### src/rtl/dp_pkg.sv
// Shared definitions for the parametrised datapath core: instruction
// classes, field positions, register file geometry and a field decoder.
package dp_pkg;

  // Instruction class held in the top two bits of every word
  typedef enum logic [1:0] {
    CLS_ALU_R = 2'b00,
    CLS_BRZ   = 2'b01,
    CLS_ALU_I = 2'b10,
    CLS_HALT  = 2'b11
  } iclass_e;

  // Core run state; HALT is only left through reset
  typedef enum logic {
    ST_RUN  = 1'b0,
    ST_HALT = 1'b1
  } state_e;

  localparam int NUM_REGS = 4;
  localparam int REG_AW   = 2;

  localparam int INSTR_W  = 16;
  localparam int CLS_HI   = 15;
  localparam int CLS_LO   = 14;
  localparam int RSV_HI   = 13;
  localparam int RSV_LO   = 11;
  localparam int OP_BIT   = 10;
  localparam int RD_HI    = 9;
  localparam int RD_LO    = 8;
  localparam int RS_HI    = 7;
  localparam int RS_LO    = 6;
  localparam int RT_HI    = 5;
  localparam int RT_LO    = 4;
  localparam int IMM_HI   = 5;
  localparam int IMM_LO   = 0;
  localparam int OFF_HI   = 9;
  localparam int OFF_LO   = 0;
  localparam int IMM_W    = IMM_HI - IMM_LO + 1;
  localparam int OFF_W    = OFF_HI - OFF_LO + 1;

  // All fields of a word; which ones matter depends on the class
  typedef struct packed {
    iclass_e           cls;
    logic [2:0]        rsv;
    logic              op;   // 0 = add, 1 = sub
    logic [REG_AW-1:0] rd;
    logic [REG_AW-1:0] rs;
    logic [REG_AW-1:0] rt;
    logic [IMM_W-1:0]  imm;
    logic [OFF_W-1:0]  off;
  } decoded_t;

  // Split a raw instruction word into its named fields
  function automatic decoded_t decode(input logic [INSTR_W-1:0] w);
    decoded_t d;
    d.cls = iclass_e'(w[CLS_HI:CLS_LO]);
    d.rsv = w[RSV_HI:RSV_LO];
    d.op  = w[OP_BIT];
    d.rd  = w[RD_HI:RD_LO];
    d.rs  = w[RS_HI:RS_LO];
    d.rt  = w[RT_HI:RT_LO];
    d.imm = w[IMM_HI:IMM_LO];
    d.off = w[OFF_HI:OFF_LO];
    return d;
  endfunction

endpackage

### src/rtl/dp_regfile.sv
// Four-entry general register file: two combinational read ports and one
// synchronous write port. Reads return the pre-edge contents, so an
// instruction may name its destination as a source.
import dp_pkg::*;

module dp_regfile #(
  parameter int DATA_W = 8
) (
  input  logic              clk,
  input  logic              rst_n,
  input  logic [REG_AW-1:0] rs_addr,
  input  logic [REG_AW-1:0] rt_addr,
  output logic [DATA_W-1:0] rs_data,
  output logic [DATA_W-1:0] rt_data,
  input  logic              we,
  input  logic [REG_AW-1:0] wr_addr,
  input  logic [DATA_W-1:0] wr_data
);

  logic [DATA_W-1:0] regs_reg [NUM_REGS];

  // Asynchronous clear of every register, single write on the rising edge
  always_ff @(posedge clk or negedge rst_n) begin
    if (!rst_n) begin
      for (int i = 0; i < NUM_REGS; i++) begin
        regs_reg[i] <= '0;
      end
    end else if (we) begin
      regs_reg[wr_addr] <= wr_data;
    end
  end

  assign rs_data = regs_reg[rs_addr];
  assign rt_data = regs_reg[rt_addr];

endmodule

### src/rtl/param_datapath.sv
// Single-issue datapath core: decodes the word at PC, runs the ALU or
// branch, updates flags and PC, and reports every register write on the
// writeback trace. One instruction per cycle whenever instr_valid is high.
import dp_pkg::*;

module param_datapath #(
  parameter int DATA_W = 8,
  parameter int PC_W   = 8
) (
  input  logic              _CLK,
  input  logic              RESET,
  input  logic [15:0]       instruction,
  input  logic              instr_valid,
  output logic [PC_W-1:0]   PC,
  output logic              halted,
  output logic              illegal,
  output logic              wb_en,
  output logic [1:0]        wb_addr,
  output logic [DATA_W-1:0] wb_data,
  output logic              flag_z,
  output logic              flag_c
);

  // Branch arithmetic is done wide enough for both the PC and the offset,
  // then truncated so targets wrap exactly like sequential fetch.
  localparam int BR_W = (PC_W > OFF_W) ? PC_W : OFF_W;

  state_e            state_reg;
  logic [PC_W-1:0]   pc_reg;
  logic              halted_reg;
  logic              illegal_reg;
  logic              wb_en_reg;
  logic [1:0]        wb_addr_reg;
  logic [DATA_W-1:0] wb_data_reg;
  logic              z_reg;
  logic              c_reg;

  decoded_t          dec;
  logic              exec_ok;
  logic              instr_legal;
  logic              is_alu;
  logic              alu_we;
  logic [DATA_W-1:0] rs_val;
  logic [DATA_W-1:0] rt_val;
  logic [DATA_W-1:0] operand_b;
  logic [DATA_W:0]   alu_full;
  logic [DATA_W-1:0] alu_result;
  logic              alu_carry;
  logic [PC_W-1:0]   pc_inc;
  logic [PC_W-1:0]   br_target;

  assign dec         = decode(instruction);
  assign exec_ok     = (state_reg == ST_RUN) && instr_valid;
  assign instr_legal = (dec.rsv == 3'b000);
  assign is_alu      = (dec.cls == CLS_ALU_R) || (dec.cls == CLS_ALU_I);
  // Register writes happen in the same edge as the flag/trace update
  assign alu_we      = exec_ok && instr_legal && is_alu;

  dp_regfile #(
    .DATA_W (DATA_W)
  ) u_regfile (
    .clk     (_CLK),
    .rst_n   (RESET),
    .rs_addr (dec.rs),
    .rt_addr (dec.rt),
    .rs_data (rs_val),
    .rt_data (rt_val),
    .we      (alu_we),
    .wr_addr (dec.rd),
    .wr_data (alu_result)
  );

  // Second ALU operand: register rt, or the zero-extended 6-bit immediate
  always_comb begin
    operand_b = rt_val;
    if (dec.cls == CLS_ALU_I) begin
      operand_b = DATA_W'(dec.imm);
    end
  end

  // One extra bit captures carry-out on add and borrow (rs < operand) on sub
  always_comb begin
    alu_full = {1'b0, rs_val} + {1'b0, operand_b};
    if (dec.op) begin
      alu_full = {1'b0, rs_val} - {1'b0, operand_b};
    end
  end

  assign alu_result = alu_full[DATA_W-1:0];
  assign alu_carry  = alu_full[DATA_W];

  assign pc_inc    = pc_reg + PC_W'(1);
  assign br_target = PC_W'(BR_W'(pc_inc) + BR_W'($signed(dec.off)));

  // Run/halt FSM with all architectural outputs registered
  always_ff @(posedge _CLK or negedge RESET) begin
    if (!RESET) begin
      state_reg   <= ST_RUN;
      pc_reg      <= '0;
      halted_reg  <= 1'b0;
      illegal_reg <= 1'b0;
      wb_en_reg   <= 1'b0;
      wb_addr_reg <= '0;
      wb_data_reg <= '0;
      z_reg       <= 1'b0;
      c_reg       <= 1'b0;
    end else begin
      wb_en_reg   <= 1'b0;
      illegal_reg <= 1'b0;
      if (exec_ok) begin
        if (!instr_legal) begin
          illegal_reg <= 1'b1;
          pc_reg      <= pc_inc;
        end else begin
          case (dec.cls)
            CLS_ALU_R, CLS_ALU_I: begin
              wb_en_reg   <= 1'b1;
              wb_addr_reg <= dec.rd;
              wb_data_reg <= alu_result;
              z_reg       <= (alu_result == '0);
              c_reg       <= alu_carry;
              pc_reg      <= pc_inc;
            end
            CLS_BRZ: begin
              pc_reg <= z_reg ? br_target : pc_inc;
            end
            default: begin
              state_reg  <= ST_HALT;
              halted_reg <= 1'b1;
            end
          endcase
        end
      end
    end
  end

  assign PC      = pc_reg;
  assign halted  = halted_reg;
  assign illegal = illegal_reg;
  assign wb_en   = wb_en_reg;
  assign wb_addr = wb_addr_reg;
  assign wb_data = wb_data_reg;
  assign flag_z  = z_reg;
  assign flag_c  = c_reg;

endmodule
### config.mk
export PLATFORM = sky130hd
export DESIGN_NAME = param_datapath
export DESIGN_NICKNAME = d
export VERILOG_FILES = /design/src/rtl/dp_pkg.sv /design/src/rtl/dp_regfile.sv /design/src/rtl/param_datapath.sv
export SDC_FILE = /design/constraint.sdc
export NUM_CORES = 1
export LEC_CHECK = 0
export CORE_MARGIN = 2
export CORE_UTILIZATION = 60
export CTS_CLUSTER_SIZE = 8
export DETAILED_ROUTE_END_ITERATION = 12
export PLACE_DENSITY = 0.85
export SLEW_MARGIN = 0
export SYNTH_ARGS = -nofsm -noshare
export SYNTH_HDL_FRONTEND = slang
export SYNTH_SLANG_ARGS = --single-unit
### constraint.sdc
create_clock -name _CLK -period 7.8 [get_ports _CLK]
set_input_delay 0.78 -clock _CLK [delete_from_list [all_inputs] [get_ports _CLK]]
set_output_delay 0.78 -clock _CLK [all_outputs]
set_load 0.005 [all_outputs]
Word-level counts from Yosys, hierarchy flattened
Cells that the tools add are included.
Storage, ports and cells
  register bits: 55
  bits of input ports: 19
  output and inout port bits: 23
  word-level logic and storage cells: 60
Operators by class
  add/subtract/negate cells: 4
  magnitude comparators: 4
  equal/unequal tests: 3
  mux-type cells: 19
  bitwise operators: 5
  reductions and logical operators: 13
Operators with widths (number)
  $mux 8: 8
  $bmux 8 s2: 2
  $bwmux 32: 1
  $demux 8 s2: 1
  $pmux 8 s2: 1
  $add 8x8->9: 1
  $ge 3x3->1 const B: 3
  $mux 9: 1
  $not 2->3: 3
  $sub 8x8->9: 1
  $add 8x1->8 const B: 1
  $add 8x8->8: 1
  $logic_not 8->1: 1
  $reduce_and 3->1: 2
  $mux 1: 5
  $logic_and 1x1->1: 4
  $logic_not 3->1: 1
  $lt 3x1->1 const B: 1
  $ne 3x1->1 const B: 1
  $reduce_or 3->1: 1
  $eq 2x1->1 const B: 1
  $eq 2x2->1 const B: 1
  $logic_not 2->1: 1
  $not 1->1: 2
  3 further kinds: 3

Depth between registers and ports, before layout
Gate-level depths: netlist (run 1).
  word-level depth: 8
  gate-level depth with buffers: 15
  gate-level depth less buffers: 13

Cells and area by module
From an unflattened synthesis (run 1), not the netlist that was laid out.
Unflattened totals
  cell total of the unflattened synthesis: 331
  area, all modules: 3626.0 sq um
Modules (own cells, without submodules)
  param_datapath: instances 1, cells each 243, area each 2035.7 sq um, seq. area each 575.6 sq um
  dp_regfile: instances 1, cells each 88, area each 1590.3 sq um, seq. area each 800.8 sq um

Worst setup path before layout (run 1)
No wires, ideal clock.
  kind: input port to flip-flop
  from: in instruction[4]
  to: reg z_reg (netlist: flag_z)
  library setup time: 134 ps
  arrival time: 3493 ps
  data required time: 7666 ps
  slack: 4173 ps
  cell stages on the path: 13
  path buffers: 1
  cells stage by stage: buf_4 > mux4_2 > mux2i_2 > ha_1 > nor2_1 > xor2_1 > ha_1 > nor2b_1 > o31a_1 > o31a_1 > a21oi_1 > nand4bb_1 > o31ai_1
Between the ends
  longest elaborated chain between the ends: 8
  elaborated cells on any way between the ends: 9
  classes of those cells: 2 x add/sub; 5 x mux; 1 x bitwise; 1 x reduce/logical
Ends and longest elaborated chain
  start: declaration: line param_datapath.sv:12  | input logic [15:0] instruction,
  $not 2->3 (implied by the code): line dp_regfile.sv:34  | assign rt_data = regs_reg[rt_addr];
  $bmux 8 s2: line dp_regfile.sv:34
  $mux 8 (implied by the code) (2 in series): line dp_regfile.sv:34
  $mux 8 *: line param_datapath.sv:76  | if (dec.cls == CLS_ALU_I) begin
  $add 8x8->9 or $sub 8x8->9 (tied branches): line param_datapath.sv:83, param_datapath.sv:85
  $mux 9 *: line param_datapath.sv:84  | if (dec.op) begin
  $logic_not 8->1 *: line param_datapath.sv:120  | z_reg <= (alu_result == '0);
  end signal: assignment: line param_datapath.sv:120
  end: declaration: line param_datapath.sv:35  | logic z_reg;
Every way passes the cells marked *; elsewhere a longest branch is shown, timed or not. The select of a mux whose other input is x is not followed.
A chain may end at the register's enable or synchronous reset.

Worst setup path after layout (run 1)
Ends and elaborated chain as after synthesis.

==> flow_summary.toml, run 1 <==
[timing]
fin_crit_sh_pct = 57.4
rsz0062_at_grt = "no"
clock_skew_ns = 0.00823
tns_ns = 0
final_hold_viol_count = 0
tightest_slew_ns = 0.713
fmax_mhz = 223
setup-violations-final = 0
hold_ws_ns = 0.487
setup_slack_ns = 3.32
period_needed_ns = 4.48
slew_viol_final = 0
max_slew_margin_pct = 52.2

[floorplanning]
pin_count = 42
core-area_um2 = 5850
initial_core_util_pct = 61.4
dieArea_um2 = 6620
die_h_um = 81.4
num_rows = 28
die_w_um = 81.4

[global_routing]
grt_pass1_wl_um = 12900
grt-ovfl-total = 0
grt_pass1_vias = 2661
grt.total_usage_pct = 25.8
grt_max_degree = 56
antenna_found_initial = 0

[synthesis]
synthTopCellsByArea = "dfrtp_1 38%, mux4_2 8.8%, ha_1 5.9%"
synth_nets = 393
syn_avg_cell_area_um2 = 10.1
synth.largest_area_cell = "dfrtp_1"
synth-seq-cells = 55
yosysWarnings = 0
synthArstFlopShare_pct = 100
yosysSeqAreaShare_pct = 38.3
synth_flop_cell = "dfrtp_1"
synth_edf_count = 0
synth_cells = 355
synth_top_cell_area_share_pct = 38.3
syn_area_um2 = 3590
synthDistinctLibCells = 54

[min_path]
hold_path_depth = 2
hp-start = "wb_addr[0]"
min_path_type = "flop to flop"
min_to = "wb_addr[0]"

[critical_path]
path_class = "primary input to flop"
crit_arrival_ns = 4.66
rr_endpoint = "flag_z"
rr_worst_depth = 12
r2r-start = "u_regfile.regs_reg[1]"
critPathCaptureType = "flop"
required_ns = 7.98
r2r_slack_ns = 4.35
start_kind = "primary input"
critPathMaxFanout = 11

[final_layout]
final_util_pct = 70.6
final_cell_mix = "55 x dfrtp_1, 40 x nand2_1, 40 x clkdlybuf4s50_1"
layout_commonest_cell = "dfrtp_1"
area_growth_pct = 14.9
largest_reg_flops = 32
final_layout_size_suffix_gt1_share_pct = 12.2
nNetsFinal = 429
diodes = 0

[run_status]
outcome = "finished, final reports clean"

[detailed_routing]
drtIter0Drc = 275
vias = 2869
wl_met3_um = 440
drt_wl_total_um = 8020
wl_per_cell_um = 17.2
firstDrtPassIters = 4
drc = 0
dr_wl_met2_um = 3720
viasPerCell = 6.14
route.antenna.remaining_nets = 0
dr.max_layer_used = "met4"
wl_met1_um = 3740

[clock_tree]
h-tree-depth = 2
cts_tree = "yes"
clockBufferDepth = 2
clkTransAtPathRegs_ns = 0.11
numCtsBuffers = 5
cts_hold_buf = 0
root_buffer = "clkbuf_8"
cts.repair.resized = 0
post_cts.repair.setup_buffers = 0
clock_latency_ns = 0.31
clock_sinks = 55

[power_and_ir_drop]
ir_worst_vdd_mv = 0.216
p_leak_nw = 1.85
power_density_nw_per_um2 = 361

[placed_design]
place_congestion = 0.836
pre_cts_ws_ns = 3.05
dp_hpwl_um = 6070
numPortBuffers = 41

[flow_run]
drv_cap = 0
==> layer usage <==
layer / up-vias / track usage (%)
li1: 1362 / -
met1: 1396 / 38.0
met2: 97 / 40.4
met3: 14 / 3.78
met4: 0 / 6.10
met5: - / 0
==> logic make-up (layout without fill, tap and decap cells) <==
group | Yosys count | in the layout | synth area share [%]
simple gates | 111 | 111 | 15.1
fa+ha+maj | 19 | 19 | 7.03
buf+inv | 29 | 66 | 3.62
flops | 55 | 55 | 38.3
xor+xnor | 19 | 19 | 4.63
mux | 43 | 43 | 17.7
compound gates | 79 | 79 | 13.6
==> report_power, final <==
group	total (mW)	leakage, nW	internal (mW)	switching [mW]
Combinational	0.850	1.11	0.401	0.448
Clock	0.166	0.0485	0.0647	0.101
Sequential	0.473	0.693	0.385	0.0889
==> synth_stat cells (2+ instances only) <==
cell	count
nor4_1	3
xnor2_1	9
mux4_2	14
a41oi_1	2
nand3b_1	2
nand2b_1	4
mux2_1	4
and3_1	5
o21ai_1	25
o21a_1	4
nor2_1	24
mux2_2	10
o22ai_1	2
nand3_1	14
ha_1	17
dfrtp_1	55
nand4_1	2
a21oi_1	18
nor2b_1	3
buf_4	2
inv_1	12
nand2_1	40
a21o_1	2
o31a_1	3
or2_2	2
o21ai_0	9
fa_1	2
xor2_1	10
nor3_1	5
mux2i_2	2
mux2i_1	12
inv_2	2
a31oi_1	4
buf_2	3
clkbuf_1	9
==> critical path, stage by stage <==
cell and delay, ns:
clkdlybuf4s50_1 0.87, mux4_2 0.60, mux2i_2 0.25, ha_1 0.23, nor2_1 0.06, xor2_1 0.16, ha_1 0.34, nor2b_1 0.16
o31a_1 0.27, o31a_1 0.27, a21oi_1 0.39, nand4bb_1 0.20, o31ai_1 0.07
==> area by class of cell <==
type | instances | area, um2
multi-input cells | 271 | 2090
clock buffers | 5 | 68.8
repair buffers | 44 | 428
fillers | 440 | 1720
clock inverters | 3 | 22.5
inverters | 14 | 52.6
well taps | 75 | 93.8
flip-flops and latches | 55 | 1380
==> through the flow <==
step / instance area, um2 / cells / power, mW
after floorplan: 3590 / 355 / 1.05
after global placement: 4040 / 459 / 1.27
after detailed placement: 4040 / 459 / 1.31
after CTS: 4130 / 467 / 1.48
after global routing: 4130 / 467 / 1.60
final: 4130 / 467 / 1.49
==> worst max-delay path by stage <==
stage                        start     end  cells after the start
finish              instruction[4]  flag_z                     13
global route        instruction[4]  flag_z                     14
CTS                 instruction[4]  flag_z                     13
detailed placement  instruction[4]  flag_z                     13
global placement    instruction[4]  flag_z                     13
floorplan           instruction[4]  flag_z                     13
(Power assumes the default switching activity.)
==> run 2: changes to the inputs <==
--- a/config.mk
+++ b/config.mk
@@ -6,10 +6,10 @@
 export NUM_CORES = 1
 export LEC_CHECK = 0
 export CORE_MARGIN = 2
-export CORE_UTILIZATION = 60
+export CORE_UTILIZATION = 57
 export CTS_CLUSTER_SIZE = 8
 export DETAILED_ROUTE_END_ITERATION = 12
-export PLACE_DENSITY = 0.85
+export PLACE_DENSITY = 0.81
 export SLEW_MARGIN = 0
 export SYNTH_ARGS = -nofsm -noshare
 export SYNTH_HDL_FRONTEND = slang
==> constraint.sdc (replaced) <==
create_clock -name _CLK -period 4.65 [get_ports _CLK]
set_input_delay 0.465 -clock _CLK [delete_from_list [all_inputs] [get_ports _CLK]]
set_output_delay 0.465 -clock _CLK [all_outputs]
set_load 0.005 [all_outputs]
==> flow_summary.toml, run 2 (same netlist as run 1, synthesis figures left out) <==
[run_status]
outcome = "finished, final reports clean"

[critical_path]
path_class = "primary input to flop"
slowest_delay_ns = 0.78
start_kind = "primary input"
critPathCaptureType = "flop"
crit_arrival_ns = 4.15
critPathMaxFanout = 11
r2r_slack_ns = 1.08
crit_slowest_cell = "clkdlybuf4s50_1"
path_cells = "clkdlybuf4s50_1 -> mux4_2 -> mux2i_2 -> ha_1 -> nor2_1 -> xor2_1 -> ha_1 -> nor2b_1 -> o31a_1 -> o31a_1 -> a21oi_1 -> nand4bb_1 -> o31ai_1"
required_ns = 4.83

[timing]
tightest_slew_ns = 1.05
max_slew_margin_pct = 29.5
clock_skew_ns = 0.00650
slew_viol_final = 0
fmax_mhz = 252
setup-violations-final = 0
final_hold_viol_count = 0
rsz0062_at_grt = "no"
fin_crit_sh_pct = 85.3
period_needed_ns = 3.97
tns_ns = 0

[floorplanning]
die_w_um = 83.4
core-area_um2 = 5990
dieArea_um2 = 6960
initial_core_util_pct = 60.0
die_h_um = 83.4
num_rows = 28
pin_count = 42

[detailed_routing]
drt_wl_total_um = 8470
drc = 0
viasPerCell = 6.22
wl_per_cell_um = 18.1
vias = 2912
route.antenna.remaining_nets = 0
firstDrtPassIters = 5
drtIter0Drc = 214

[final_layout]
multi_input_area_um2 = 2090
diodes = 0
area_growth_pct = 15.4
final_layout_size_suffix_gt1_share_pct = 12.5
fill_cells = 451
final_cell_mix = "55 x dfrtp_1, 40 x nand2_1, 40 x clkdlybuf4s50_1"
largest_reg_flops = 32
seq_area_um2 = 1380
nNetsFinal = 430
fin_area_um2 = 4150
layout_commonest_cell = "dfrtp_1"

[power_and_ir_drop]
fin_total_pwr_mw = 2.55
power_density_nw_per_um2 = 616
ir_worst_vdd_mv = 0.356
p_leak_nw = 1.86

[global_routing]
antenna_found_initial = 0
grt-ovfl-total = 0
grt_max_degree = 56
grt_pass1_wl_um = 14000
grt_pass1_vias = 2844
grt.total_usage_pct = 25.2

[clock_tree]
numCtsBuffers = 5
cts_hold_buf = 0
clkTransAtPathRegs_ns = 0.11
cts_tree = "yes"
cts.repair.resized = 0
h-tree-depth = 2
clock_sinks = 55
clockBufferDepth = 2
root_buffer = "clkbuf_8"
post_cts.repair.setup_buffers = 0
clock_latency_ns = 0.32

[min_path]
min_path_type = "primary input to asynchronous set/reset pin"

[placed_design]
place_congestion = 0.839
numPortBuffers = 41
placed_area_um2 = 4050
dp_hpwl_um = 6160

[flow_run]
drv_cap = 0
-- run 2: layout make-up --
| class | instances | area share, % |
|---|---|---|
| multi-input cells | 271 | 50.3 |
| flip-flops and latches | 55 | 33.2 |
| repair buffers | 45 | 10.5 |
| well taps | 75 | 2.26 |
| clock buffers | 5 | 1.66 |
| inverters | 14 | 1.27 |
| clock inverters | 3 | 0.814 |
-- run 2: through the flow --
step	cells	utilization, %	setup slack (ns)	hold WS (ns)
floorplan	355	-	1.34	0.169
global placement	460	67.5	0.692	0.467
detailed placement	460	67.5	0.442	0.466
CTS	468	69.2	0.786	0.278
global route	468	69.2	0.530	0.329
finish	468	69.2	0.683	0.256
-- run 2: routing by layer --
| layer | wire, um | up-vias | part of all wire [%] | global-route usage, % |
|---|---|---|---|---|
| li1 | - | 1365 | - | - |
| met1 | 4040 | 1433 | 48 | 37.7 |
| met2 | 3790 | 99 | 45 | 37.5 |
| met3 | 492 | 15 | 5.8 | 3.98 |
| met4 | 138 | 0 | 1.6 | 8.64 |
| met5 | 0 | - | 0 | 0 |
-- run 2: power breakdown --
group,switching (mW),internal (mW),leakage [nW]
sequential,0.163,0.645,0.693
clock,0.182,0.115,0.0519
combinational,0.763,0.687,1.11
total,1.11,1.45,1.86
-- run 2: worst paths after layout --
kind / cells past startpoint / endpoint / from
setup reg to reg: 12 / flag_z / u_regfile.regs_reg[9]
hold / removal: 2 / PC[1] / RESET
hold reg to reg: 1 / halted / halted
setup / recovery: 13 / flag_z / instruction[5]
max in group asynchronous: 2 / flag_z / RESET
min in group _CLK: 1 / halted / halted
-- run 2: worst max-delay path, delay by kind of cell --
family / cells / cell delay, ns
xor gates and xnor gates: 1 / 0.15
adders and majority gates: 2 / 0.57
and+or+nand+nor: 3 / 0.43
buffers and inverters: 1 / 0.78
AOI/OAI and AO/OA: 4 / 1.08
muxes: 2 / 0.66
